===== config.mk =====
export PLATFORM = sky130hd
export DESIGN_NAME = unidad_busqueda
export DESIGN_NICKNAME = d
export VERILOG_FILES = /design/src/rtl/unidad_busqueda.sv
export SDC_FILE = /design/constraint.sdc
export NUM_CORES = 1
export LEC_CHECK = 0
export BUFFER_PORTS_ARGS = -buffer_cell sky130_fd_sc_hd__buf_4
export CAP_MARGIN = 20
export CORE_MARGIN = 4
export CORE_UTILIZATION = 48
export CTS_CLUSTER_SIZE = 14
export DETAILED_ROUTE_END_ITERATION = 6
export HOLD_SLACK_MARGIN = 0.12
export PLACE_DENSITY = 0.79
export SYNTH_ARGS = -nofsm -noshare
export SYNTH_HDL_FRONTEND = slang
export SYNTH_SLANG_ARGS = --single-unit

===== constraint.sdc =====
create_clock -name clk -period 1.8 [get_ports clk]
set_input_delay 0.27 -clock clk [delete_from_list [all_inputs] [get_ports clk]]
set_output_delay 0.27 -clock clk [all_outputs]
set_load 0.02 [all_outputs]

===== src/rtl/unidad_busqueda.sv =====
// Instruction fetch stage: PC register, IF/ID pipeline register and a small
// INIT/RUN/HALT controller with branch redirect, stall, flush and a fetch counter.
module unidad_busqueda #(
  parameter logic [5:0] HALT_OP = 6'b111111
) (
  input  logic        clk,
  input  logic        reset,
  input  logic        stall,
  input  logic        flush,
  input  logic        branch_taken,
  input  logic [5:0]  branch_target,
  input  logic [31:0] instru,
  output logic [5:0]  direinstru,
  output logic [31:0] ifid_instru,
  output logic [5:0]  ifid_pc,
  output logic [5:0]  ifid_pc_next,
  output logic        ifid_valid,
  output logic        halted,
  output logic [15:0] fetch_count
);

  typedef enum logic [1:0] {
    ST_INIT = 2'd0,
    ST_RUN  = 2'd1,
    ST_HALT = 2'd2
  } state_t;

  typedef struct packed {
    logic [31:0] instru;
    logic [5:0]  pc;
    logic [5:0]  pc_next;
    logic        valid;
  } ifid_t;

  localparam ifid_t BUBBLE = '0;

  state_t      r_state, w_state_next;
  logic [5:0]  r_pc, w_pc_next, w_pc_inc;
  ifid_t       r_ifid, w_ifid_next;
  logic [15:0] r_fetch_count, w_fetch_count_next;
  logic        r_halted;
  logic        w_load_fetch;

  // 6-bit add wraps 63 -> 0 on its own.
  assign w_pc_inc = r_pc + 6'd1;

  // NOTE: every signal driven here gets a default first, so no path can leave
  // it unassigned and infer a latch.
  always_comb begin
    w_state_next = r_state;
    w_pc_next    = r_pc;
    w_ifid_next  = r_ifid;
    w_load_fetch = 1'b0;

    case (r_state)
      ST_INIT: begin
        w_pc_next    = 6'd0;
        w_ifid_next  = BUBBLE;
        w_state_next = ST_RUN;
      end
      default: begin
        if (branch_taken) begin
          w_pc_next    = branch_target;
          w_ifid_next  = BUBBLE;
          w_state_next = ST_RUN;
        end else if (stall) begin
          if (flush) w_ifid_next = BUBBLE;
        end else if (r_state == ST_HALT) begin
          w_ifid_next = BUBBLE;
        end else if (flush) begin
          w_pc_next   = w_pc_inc;
          w_ifid_next = BUBBLE;
        end else begin
          w_ifid_next.instru  = instru;
          w_ifid_next.pc      = r_pc;
          w_ifid_next.pc_next = w_pc_inc;
          w_ifid_next.valid   = 1'b1;
          w_load_fetch        = 1'b1;
          // A halt word is latched as valid, but the PC parks on it.
          if (instru[31:26] == HALT_OP) w_state_next = ST_HALT;
          else                          w_pc_next    = w_pc_inc;
        end
      end
    endcase
  end

  always_comb begin
    w_fetch_count_next = r_fetch_count;
    if (w_load_fetch && (r_fetch_count != 16'hFFFF))
      w_fetch_count_next = r_fetch_count + 16'd1;
  end

  // NOTE: state is updated with non-blocking assignments so every register
  // samples the pre-edge values, independent of statement order.
  always_ff @(posedge clk or negedge reset) begin
    if (!reset) begin
      r_state       <= ST_INIT;
      r_pc          <= 6'd0;
      r_ifid        <= BUBBLE;
      r_fetch_count <= 16'd0;
      r_halted      <= 1'b0;
    end else begin
      r_state       <= w_state_next;
      r_pc          <= w_pc_next;
      r_ifid        <= w_ifid_next;
      r_fetch_count <= w_fetch_count_next;
      r_halted      <= (w_state_next == ST_HALT);
    end
  end

  assign direinstru   = r_pc;
  assign ifid_instru  = r_ifid.instru;
  assign ifid_pc      = r_ifid.pc;
  assign ifid_pc_next = r_ifid.pc_next;
  assign ifid_valid   = r_ifid.valid;
  assign halted       = r_halted;
  assign fetch_count  = r_fetch_count;

endmodule

### Yosys cells after proc, flatten, opt, wreduce, memory -nomap -nowiden

Cells that the tools add are included.

* multiply operators: 0
* $lt $le $gt $ge: 0
* bitwise logic cells: 0
* equal/unequal tests: 8
* reductions and logical operators: 3
* shifts and indexed selects: 0
* div/mod/pow operators: 0
* add/sub/neg operators: 2
* multiplexer cells: 23

Operators by type and width (count)
* 45-bit two-way mux: 6
* 6-bit two-way mux: 6
* 16-bit by 1-bit adder with 16-bit output, second input constant: 1
* 16-bit != test, second input constant: 1
* 2-bit two-way mux: 6
* 6-bit by 1-bit adder with 6-bit output, second input constant: 1
* 6-bit equality test, second input constant: 1
* 1-bit two-way mux: 5
* 2-bit equality test, second input constant: 2
* 4-bit by 1-bit != test with 1-bit output, second input constant: 1
* 4-bit by 3-bit != test with 1-bit output, second input constant: 1
* 3-bit by 1-bit != test with 1-bit output, second input constant: 1
* 3-bit by 2-bit != test with 1-bit output, second input constant: 1
* 3-bit AND reduction: 1
* 2-bit logical NOT: 1
* 1-bit logical AND: 1

* input bits: 43
* ROM bits: 0
* memory bits (writable): 0
* latch bits: 0
* register bits: 70
* logic and storage cells: 44
* memories: 0

### Depth between registers and ports, before layout

* depth in word-level cells: 8
* gate-level depth with buffers: 6

### Least setup slack after synthesis

Ideal clock, no wire load.

* kind: flip-flop to flip-flop
* from: register r_fetch_count[0] (netlist: fetch_count[0])
* to: register r_fetch_count[1] (netlist: fetch_count[1])
* period minus slack after synthesis: 1836 ps
* data arrival time: 1711 ps
* stages on the path, launching flop included: 6
* slack: -36 ps
* data required time: 1675 ps
* cells stage by stage: dfrtp_1 > ha_1 > nand3_1 > nor4b_4 > nor2_2 > mux2_4

* word-level cells in the longest chain between the ends: 2
* elaborated cells on any way between the ends: 3

Ends and longest elaborated chain
* start, declared: line 40 `logic [15:0] r_fetch_count, w_fetch_count_next;`
* start signal, assigned: line 106 `r_fetch_count <= w_fetch_count_next;`
* branches (longest 2 deep; another with 16-bit by 1-bit adder with 16-bit output)

Several ways; the timed one is not identified.
A chain may end at the register's enable or synchronous reset.

### Worst setup path after layout

* from: register r_fetch_count[1] (netlist: fetch_count[1])
* to: register r_fetch_count[7] (netlist: fetch_count[7])

Same word-level chain as after synthesis.

==> reports/metrics.csv <==
metric,value,unit
Max Clk Rate,594,MHz
register bit total from synthesis,70,
WL met3,623,µm
CP Capture Type,flop,
wl on met1,3290,µm
wire per inst,17.6,µm
CTS sink count,70,
num ports,111,
ANT nets after route,0,
Peak VDD IR,0.000623,V
Synth cell types,32,
"Max FO, Critical Path",5,
core footprint,0.00568,mm²
die area,0.00730,mm²
cell family with most CP delay,simple AND/OR/NAND/NOR gates,
clock latency reported for the late side of the worst-skew pair,330,ps
routed length on met2,3490,µm
Finished Layout Cells,430,
"commonest non-fill, non-tap cell in the layout",buf_4,
most frequent cells in the layout,"121 x buf_4, 68 x dfrtp_1, 45 x a22o_1",
H-tree Lvls,3,
routability cong.,0.912,
Final Max Slew Viols,0,
overall die height,85.4,µm
worst slew margin relative to its limit,0.709,
top_reg_cell synth,dfrtp_1,
diodes inserted,0,
Synth Cell Area,0.00288,mm²
worst setup margin,115,ps
"EDFF count, synth",0,
vias in the first global route,2443,
vias per cell,5.62,
Final #Nets,398,
fraction of registers with async set/reset,1.00,
LEAKAGE,0.00217,µW
Critical Path Slowest Stage Cell,dfrtp_2,
# setup viols final,0,
Final Hold Fails,0,
end-of-flow core utilization,0.729,
sequential area share after synthesis,0.608,
final critical-path share of the clock period,0.936,
Post-DP Area,0.00388,mm²
Worst-path clk slew,70,ps
Synth Warn #,0,
placed cells,413,
RSZ-0062 raised after global routing,false,
drt total wl,7560,µm
worst path cell trace,ha_1 -> nand3_2 -> nor4b_4 -> buf_4 -> nor3_1 -> xor2_1,
Layout Skew,7.08,ps
Post-CTS Hold Buffers,1,
Total GRT Usage,0.217,
Synthesized Nets,274,
pwr dens,991,mW/mm²
top sig layer,met4,
Post-Route Setup TNS,0,ps
Bufs and invs on worst path,1,
DRT iter0 DRCs,108,
Max-Cap Viols,0,
HP Class,in2reg,
cells resized by post-CTS repair,0,
area added between synthesis and finish,43.8,%
row count,27,
first-pass GRT wire length,12400,µm
outcome,"finished, final reports clean",
CP required,2000,ps
WP data arrival,1880,ps
Setup Buffers After CTS,0,
finished layout cell area,0.00414,mm²
Die Wd,85.4,µm
I/O Buffers,110,
"Largest stage delay, worst path",400,ps
Synth Instances,229,
fraction of layout cells with a size suffix above 1,0.425,
vias post-DR,2415,
clock root buffer,clkbuf_8,
largest net degree at the start of global routing,43,
initial core utilization,0.507,
cts bufs inserted,9,
mean post-synth cell area,12.6,µm²
total grt overflow,0,
TritonRoute pass-1 iters,4,
Least-Margin Pin Slew,437,ps
crit start category,flop,
CTS tree,built,
DRC,0,
CP Class,reg2reg,
fin crit period,1680,ps
Place WS,80.4,ps
HPWL after DPL,5460,µm
CTS Buffer Depth,2,
initial antenna violation count,0,
==> registers in the layout, indices dropped and copies added (netlist names) <==
register / cells
direinstru: 6
fetch_count: 16
halted: 1
ifid_instru: 32
ifid_pc: 6
ifid_pc_next: 6
ifid_valid: 1
r_state: 2
==> synth_stat cells, types with 2 or more instances <==
master | instances | area [µm²]
o21ai_0 | 11 | 55.1
dfrtp_1 | 70 | 1750
inv_1 | 3 | 11.3
nand2_1 | 16 | 60.1
a22o_1 | 45 | 394
nor4b_4 | 2 | 47.6
nor3_1 | 9 | 45.0
buf_2 | 5 | 25.0
a21oi_1 | 4 | 20.0
nand3_1 | 8 | 40.0
nand2b_1 | 3 | 18.8
ha_1 | 2 | 25.0
nor2_1 | 5 | 18.8
and4_1 | 2 | 17.5
or3_1 | 3 | 18.8
xor2_1 | 15 | 131
clkbuf_1 | 6 | 22.5
mux2_2 | 2 | 22.5
nand4_1 | 5 | 31.3
==> final cells by class <==
type,count,area (µm²)
Sequential cell,70,1750
Fill cell,401,1540
Multi-Input combinational cell,145,1080
Timing Repair Buffer,124,958
Clock buffer,10,138
Clock inverter,6,109
Tap cell,72,90.1
Inverter,3,11.3
==> metrics by stage <==
stage	power, µW	hold WS (ps)
finish	4100	161
global route	4290	143
CTS	4140	142
detailed placement	2610	247
global placement	2580	244
floorplan	2200	-25.6
==> cell families (layout without fill, tap and decap cells) <==
| logic type | Yosys count | in the layout | share of synthesized area |
|---|---|---|---|
| multiplexers | 3 | 3 | 0.0130 |
| adder cells (fa/ha/maj) | 2 | 2 | 0.00869 |
| AND/OR/NAND/NOR | 60 | 60 | 0.126 |
| buffers and inverters | 14 | 143 | 0.0204 |
| AO/OA/AOI/OAI | 65 | 65 | 0.177 |
| flip-flops | 70 | 70 | 0.608 |
| XOR/XNOR | 15 | 15 | 0.0456 |
==> final timing paths <==
| kind | from | endpoint | slack, ps | cells after the start |
|---|---|---|---|---|
| min | instru[5] | ifid_instru[5] | 160 | 2 |
| max in group asynchronous | reset | ifid_instru[10] | 830 | 3 |
| min reg2reg | ifid_valid | ifid_valid | 490 | 2 |
| min in group asynchronous | reset | fetch_count[1] | 440 | 2 |
| max reg2reg | fetch_count[1] | fetch_count[7] | 120 | 6 |
| max | fetch_count[1] | fetch_count[7] | 120 | 6 |
==> report_power, final <==
group,internal [µW],switching (µW)
clock,956,569
sequential,1690,141
combinational,359,390
total,3000,1100
==> routing by layer <==
layer / global-route usage / vias to the layer above
li1: - / 1098
met1: 0.297 / 1194
met2: 0.317 / 107
met3: 0.0641 / 16
met4: 0.101 / 0
met5: 0 / -
Note: power is estimated with default switching activity, not from simulation.
